### src/rtl/blvds_pkg.sv
// Shared BLVDS link definitions: framing words, transmitter state encoding and
// the payload length type, common to the transmitter and the receiver side.
package blvds_pkg;

   localparam logic [15:0] HEAD_WORD   = 16'hF0C3;
   localparam logic [15:0] EPILOG_WORD = 16'h3C0F;
   localparam logic [15:0] IDLE_WORD   = 16'h0000;
   localparam logic [15:0] FILL_WORD   = 16'hDEAD;
   localparam int          GAP_CYC     = 4;

   typedef logic [7:0] len_t;

   // Each state is named for the word currently on the link.
   typedef enum logic [2:0] {
      S_IDLE,
      S_HEAD,
      S_LEN,
      S_DATA,
      S_EPI,
      S_GAP
   } tx_state_e;

   // An underflowed frame gets an inverted epilog so the far end flags it.
   function automatic logic [15:0] epilogOf(input logic [15:0] sum, input logic ufl);
      return ufl ? ~(EPILOG_WORD ^ sum) : (EPILOG_WORD ^ sum);
   endfunction

endpackage

### src/rtl/blvds_frame_tx_if.sv
// Bundle between the frame transmitter (master) and its FIFO/link/control
// peers (slave); the transmitter's FSM state is exported for observation.
interface blvds_frame_tx_if;
   import blvds_pkg::*;

   // oRD_REQ acknowledges the show-ahead word on iDATA in the same cycle it is
   // high (only when iEMPTY=0); oTX_VALID qualifies oTX_DATA with no backpressure.
   logic        iSTART;
   len_t        iLEN;
   logic [15:0] iDATA;
   logic        iEMPTY;
   logic        oRD_REQ;
   logic [15:0] oTX_DATA;
   logic        oTX_VALID;
   logic        oBUSY;
   logic        oLEN_ERR;
   logic        oUNDERFLOW;
   logic [15:0] oFRAME_CNT;
   tx_state_e   oSTATE;

   modport master (
      input  iSTART, iLEN, iDATA, iEMPTY,
      output oRD_REQ, oTX_DATA, oTX_VALID, oBUSY, oLEN_ERR, oUNDERFLOW,
             oFRAME_CNT, oSTATE
   );

   modport slave (
      output iSTART, iLEN, iDATA, iEMPTY,
      input  oRD_REQ, oTX_DATA, oTX_VALID, oBUSY, oLEN_ERR, oUNDERFLOW,
             oFRAME_CNT, oSTATE
   );

endinterface

### src/rtl/blvds_frame_tx.sv
// BLVDS frame transmitter: header, length, payload, epilog checksum, idle gap.
// FIFO underflow pads with FILL words and corrupts the epilog instead of stalling.
module blvds_frame_tx
   import blvds_pkg::*;
#(
   parameter len_t MAX_LEN = 8'd255
) (
   input logic              iCLK,
   input logic              iRST,
   blvds_frame_tx_if.master bus
);

   localparam int GAP_W = $clog2(GAP_CYC + 1);

   tx_state_e        rState, nextState;
   len_t             rRem, nextRem;
   len_t             rLen, nextLen;
   logic [15:0]      rSum, nextSum;
   logic             rUfl, nextUfl;
   logic [GAP_W-1:0] rGap, nextGap;
   logic [15:0]      rTxData, nextTxData;
   logic             rTxValid, nextTxValid;
   logic             rLenErr, nextLenErr;
   logic             rUnderflow, nextUnderflow;
   logic [15:0]      rFrameCnt, nextFrameCnt;
   logic             rdReq;
   logic [15:0]      fetchWord;

   always_ff @(posedge iCLK) begin
      if (iRST) begin
         rState     <= S_IDLE;
         rRem       <= '0;
         rLen       <= '0;
         rSum       <= '0;
         rUfl       <= 1'b0;
         rGap       <= '0;
         rTxData    <= IDLE_WORD;
         rTxValid   <= 1'b0;
         rLenErr    <= 1'b0;
         rUnderflow <= 1'b0;
         rFrameCnt  <= '0;
      end else begin
         rState     <= nextState;
         rRem       <= nextRem;
         rLen       <= nextLen;
         rSum       <= nextSum;
         rUfl       <= nextUfl;
         rGap       <= nextGap;
         rTxData    <= nextTxData;
         rTxValid   <= nextTxValid;
         rLenErr    <= nextLenErr;
         rUnderflow <= nextUnderflow;
         rFrameCnt  <= nextFrameCnt;
      end
   end

   // Outputs are computed for the state being entered, so the registered word
   // always matches the state name.
   always_comb begin
      nextState     = rState;
      nextRem       = rRem;
      nextLen       = rLen;
      nextSum       = rSum;
      nextUfl       = rUfl;
      nextGap       = rGap;
      nextTxData    = IDLE_WORD;
      nextTxValid   = 1'b0;
      nextLenErr    = 1'b0;
      nextUnderflow = 1'b0;
      nextFrameCnt  = rFrameCnt;
      rdReq         = 1'b0;
      fetchWord     = bus.iEMPTY ? FILL_WORD : bus.iDATA;

      case (rState)
         S_IDLE: begin
            if (bus.iSTART) begin
               if (bus.iLEN != 8'd0 && bus.iLEN <= MAX_LEN) begin
                  nextState   = S_HEAD;
                  nextRem     = bus.iLEN;
                  nextLen     = bus.iLEN;
                  nextSum     = '0;
                  nextUfl     = 1'b0;
                  nextTxData  = HEAD_WORD;
                  nextTxValid = 1'b1;
               end else begin
                  nextLenErr = 1'b1;
               end
            end
         end
         S_HEAD: begin
            nextState   = S_LEN;
            nextTxData  = {8'h00, rLen};
            nextTxValid = 1'b1;
         end
         S_LEN, S_DATA: begin
            if (rRem != 8'd0) begin
               // Fetch slot: an empty FIFO still consumes a slot, padded with FILL.
               nextState     = S_DATA;
               nextRem       = rRem - 8'd1;
               nextTxData    = fetchWord;
               nextTxValid   = 1'b1;
               nextSum       = rSum + fetchWord;
               rdReq         = !bus.iEMPTY;
               nextUnderflow = bus.iEMPTY;
               nextUfl       = rUfl | bus.iEMPTY;
            end else begin
               nextState    = S_EPI;
               nextTxData   = epilogOf(rSum, rUfl);
               nextTxValid  = 1'b1;
               nextFrameCnt = rFrameCnt + 16'd1;
            end
         end
         S_EPI: begin
            nextState = S_GAP;
            nextGap   = GAP_W'(GAP_CYC - 1);
         end
         S_GAP: begin
            if (rGap == '0) begin
               nextState = S_IDLE;
            end else begin
               nextGap = rGap - 1'b1;
            end
         end
         default: begin
            nextState = S_IDLE;
         end
      endcase
   end

   assign bus.oRD_REQ    = rdReq && !iRST;
   assign bus.oTX_DATA   = rTxData;
   assign bus.oTX_VALID  = rTxValid;
   assign bus.oBUSY      = (rState != S_IDLE);
   assign bus.oLEN_ERR   = rLenErr;
   assign bus.oUNDERFLOW = rUnderflow;
   assign bus.oFRAME_CNT = rFrameCnt;
   assign bus.oSTATE     = rState;

endmodule
### src/flat_wrapper.sv
// flat-port wrapper written by rule: the top's interface ports become plain ports
module blvds_frame_tx_flat import blvds_pkg::*;
#(
   parameter len_t MAX_LEN = 8'd255
)
  (iCLK, iRST, bus_iSTART, bus_iLEN, bus_iDATA, bus_iEMPTY, bus_oRD_REQ, bus_oTX_DATA, bus_oTX_VALID, bus_oBUSY, bus_oLEN_ERR, bus_oUNDERFLOW, bus_oFRAME_CNT, bus_oSTATE);
  blvds_frame_tx_if bus_i ();
  input logic iCLK;
  input logic iRST;
  input wire logic [$bits(bus_i.iSTART)-1:0] bus_iSTART;
  input wire logic [$bits(bus_i.iLEN)-1:0] bus_iLEN;
  input wire logic [$bits(bus_i.iDATA)-1:0] bus_iDATA;
  input wire logic [$bits(bus_i.iEMPTY)-1:0] bus_iEMPTY;
  output wire logic [$bits(bus_i.oRD_REQ)-1:0] bus_oRD_REQ;
  output wire logic [$bits(bus_i.oTX_DATA)-1:0] bus_oTX_DATA;
  output wire logic [$bits(bus_i.oTX_VALID)-1:0] bus_oTX_VALID;
  output wire logic [$bits(bus_i.oBUSY)-1:0] bus_oBUSY;
  output wire logic [$bits(bus_i.oLEN_ERR)-1:0] bus_oLEN_ERR;
  output wire logic [$bits(bus_i.oUNDERFLOW)-1:0] bus_oUNDERFLOW;
  output wire logic [$bits(bus_i.oFRAME_CNT)-1:0] bus_oFRAME_CNT;
  output wire logic [$bits(bus_i.oSTATE)-1:0] bus_oSTATE;
  assign bus_i.iSTART = bus_iSTART;
  assign bus_i.iLEN = bus_iLEN;
  assign bus_i.iDATA = bus_iDATA;
  assign bus_i.iEMPTY = bus_iEMPTY;
  assign bus_oRD_REQ = bus_i.oRD_REQ;
  assign bus_oTX_DATA = bus_i.oTX_DATA;
  assign bus_oTX_VALID = bus_i.oTX_VALID;
  assign bus_oBUSY = bus_i.oBUSY;
  assign bus_oLEN_ERR = bus_i.oLEN_ERR;
  assign bus_oUNDERFLOW = bus_i.oUNDERFLOW;
  assign bus_oFRAME_CNT = bus_i.oFRAME_CNT;
  assign bus_oSTATE = bus_i.oSTATE;
  blvds_frame_tx #(.MAX_LEN(MAX_LEN)) u_core (.iCLK(iCLK), .iRST(iRST), .bus(bus_i));
endmodule
### config.mk
export PLATFORM = sky130hd
export DESIGN_NAME = blvds_frame_tx_flat
export DESIGN_NICKNAME = d
export VERILOG_FILES = /design/src/rtl/blvds_pkg.sv /design/src/rtl/blvds_frame_tx_if.sv /design/src/rtl/blvds_frame_tx.sv /design/src/flat_wrapper.sv
export SDC_FILE = /design/constraint.sdc
export NUM_CORES = 1
export LEC_CHECK = 0
export BUFFER_PORTS_ARGS = -buffer_cell sky130_fd_sc_hd__buf_2
export CELL_PAD_IN_SITES_DETAIL_PLACEMENT = 1
export CELL_PAD_IN_SITES_GLOBAL_PLACEMENT = 1
export CORE_MARGIN = 10
export CORE_UTILIZATION = 42
export DETAILED_ROUTE_END_ITERATION = 7
export PLACE_DENSITY_LB_ADDON = 0.1
export SETUP_SLACK_MARGIN = 0.4
export SLEW_MARGIN = 0
export SYNTH_ARGS = -nofsm -noshare
export SYNTH_HDL_FRONTEND = slang
export SYNTH_SLANG_ARGS = --single-unit
### constraint.sdc
create_clock -name iCLK -period 4.3 [get_ports iCLK]
set_clock_uncertainty 0.15 [all_clocks]
set_input_delay 0.86 -clock iCLK [delete_from_list [all_inputs] [get_ports iCLK]]
set_output_delay 0.86 -clock iCLK [all_outputs]
set_load 0.01 [all_outputs]
==> reports/qor.yml <==
route:
  drc: 0
  ant_nets: 0
  first_pass_iters: 4
  drt_iter0_drc: 144
  vias_per_cell: 5.40
  dr_total_vias: 3633
  wl_per_cell_um: 17.9
  wirelength_um: 12100
logic_synthesis:
  synth-async-reset-ratio_pct: 0
  synth_nets: 532
  syn_inst: 484
  synthFlopType: "dfxtp_1"
  ys_warn_count: 0
  synth_seq_cells: 74
  synth-edff-count: 0
  ys_seq_area_share_pct: 36.9
  syn_avg_cell_area_um2: 8.31
  synthDistinctLibCells: 58
  syn_area_um2: 4020
setup_path:
  startpoint_type: "primary input"
  worstSetupPathType: "in2reg"
  path_max_fanout: 21
  r2r_cells: 10
  critPathCaptureType: "flip-flop"
  cp.required_ns: 4.41
  arrival_ns: 3.68
floorplan:
  die_y_um: 118
  core.rowCount: 35
  dieArea_um2: 13900
  core_area_um2: 9280
  die_w_um: 118
  start_util_pct: 43.3
  pin_count: 68
min_path:
  hold_depth: 2
  holdCritPathClass: "reg2reg"
finish:
  layout_commonest_cell: "dfxtp_1"
  multi_input_area_um2: 2360
  layout.nets: 587
  drive_gt1_share_pct: 19.9
  final_area_um2: 4620
  area_growth_pct: 14.9
  diodes: 0
  register_area_um2: 1480
  most-common-layout-cells: "74 x dfxtp_1, 67 x buf_2, 62 x nor2_1, 41 x nand2_1, 33 x a21oi_1"
  n_fill_cell: 1168
timing:
  setup_tns_ns: 0
  layout_min_cycle_time_ns: 3.57
  hold_violations: 0
  rsz0062_at_grt: "false"
  slew-limit-headroom_pct: 14.5
  timing.fmax_mhz: 280
  setup_viol: 0
  finalCritPeriodShare_pct: 83.0
  tightest_slew_ns: 1.28
  finalMaxSlewViolations: 0
grt:
  grt_max_degree: 30
  overflow: 0
  antenna_found_initial: 0
  first_global_vias: 3779
  grt_use_total_pct: 17.4
  grt_pass1_wl_um: 20000
cts:
  cts_inserted_buffers: 9
  cts.sinks: 74
  clk-insertion-delay-late_ns: 0.36
  holdBufCountCts: 0
  cts.repair.resized: 0
  cts_max_level: 3
  clockBufferDepth: 2
  cts_setup_buffers: 0
  clk_pin_slew_worst_paths_ns: 0.09
  cts-root-buf: "clkbuf_8"
  cts_tree: "yes"
placed_design:
  gp_congestion: 0.851
  numPortBuffers: 67
  dp_hpwl_um: 8810
  placed_area_um2: 4430
power_and_ir_drop:
  cellPowerDensity_nw_per_um2: 608
  vdd_ir_drop_max_mv: 0.216
  power_leakage_nw: 1.94
  finalPower_mw: 2.81
flow_run:
  drv_cap: 0
status:
  outcome: "completed"
## worst max-delay path: stages
cell      delay, ns
buf_2          0.32
or2_2          0.21
ha_1           0.20
inv_1          0.07
fa_1           0.39
nor2b_1        0.17
a221oi_1       0.12
o31ai_1        0.50
a41oi_2        0.27
a21boi_0       0.28
xor2_1         0.10
a22o_1         0.18
## final cells by class
cell class	instances	area share, %
sequential	74	32.1
tap	129	3.49
inverter	15	1.22
clock inverter	7	1.38
clock buffer	9	2.68
timing repair buffer	72	8.07
multi-input combinational	367	51.1
## final timing paths
check                                     from  slack, ns         endpoint
worst max register to register  u_core.rSum[0]       1.36  u_core.rSum[12]
worst min register to register  u_core.rLen[0]       0.34   u_core.rLen[0]
worst max-delay path                bus_iEMPTY       0.73  u_core.rSum[12]
worst min-delay path            u_core.rLen[0]       0.34   u_core.rLen[0]
## per-stage QoR
step,utilization (%),hold WS (ns),std cells,setup slack (ns)
after floorplan,-,0.295,484,0.739
after global placement,47.7,0.313,657,0.503
after detailed placement,47.7,0.326,657,0.410
after CTS,49.8,0.341,673,0.746
after global routing,49.8,0.368,673,0.482
final,49.8,0.342,673,0.731
## routing by layer
layer  share of wire, %  GRT usage (%)
met5                  0              0
met4                1.2           5.33
met3                3.2           2.69
met2                 47           29.3
met1                 49           22.3
## kinds of logic after synthesis
logic type | after synthesis | synth area share, %
and+or+nand+nor | 179 | 21.4
AOI/OAI and AO/OA | 114 | 18.8
DFF | 74 | 36.9
xor gates and xnor gates | 44 | 9.59
buffers and inverters | 43 | 4.45
adders and majority gates | 23 | 7.16
muxes | 7 | 1.77
## power by group
group	leakage, nW	switching, mW	internal [mW]
sequential	0.603	0.144	0.842
combinational	1.25	0.785	0.512
clock	0.0895	0.307	0.220
total	1.94	1.24	1.57
## Yosys cell counts (3+ instances only)
master	instances	area share, %
a21oi_1	33	4.1
a22oi_1	7	1.3
nand2_1	41	3.8
nor3_1	12	1.5
ha_1	19	5.9
buf_2	5	0.62
a21o_1	4	0.75
a221oi_1	10	2.2
and2_1	3	0.47
dfxtp_1	74	37
mux2i_1	6	1.5
nand3_1	7	0.87
nand2b_1	6	0.93
xnor2_1	22	4.8
or3_1	4	0.62
a222oi_1	4	1.0
o21ai_0	26	3.2
xor2_1	22	4.8
a22o_1	5	1.1
maj3_1	3	0.75
and3_1	5	0.78
a31oi_1	5	0.78
nor2b_1	7	1.1
inv_1	15	1.4
nor2_1	62	5.8
nor3b_1	4	0.75
nand4_1	4	0.62
clkbuf_1	20	1.9
or2_2	12	1.9
## flip-flops by register name, indices dropped and copies added, names as in the netlist
name                   count
u_core.bus.oFRAME_CNT     16
u_core.bus.oTX_DATA       16
u_core.rSum               16
u_core.rLen                8
u_core.rRem                8
u_core.bus.oSTATE          3
u_core.rGap                3
u_core.bus.oLEN_ERR        1
u_core.bus.oTX_VALID       1
u_core.bus.oUNDERFLOW      1
u_core.rUfl                1
(Power assumes the default switching activity.)
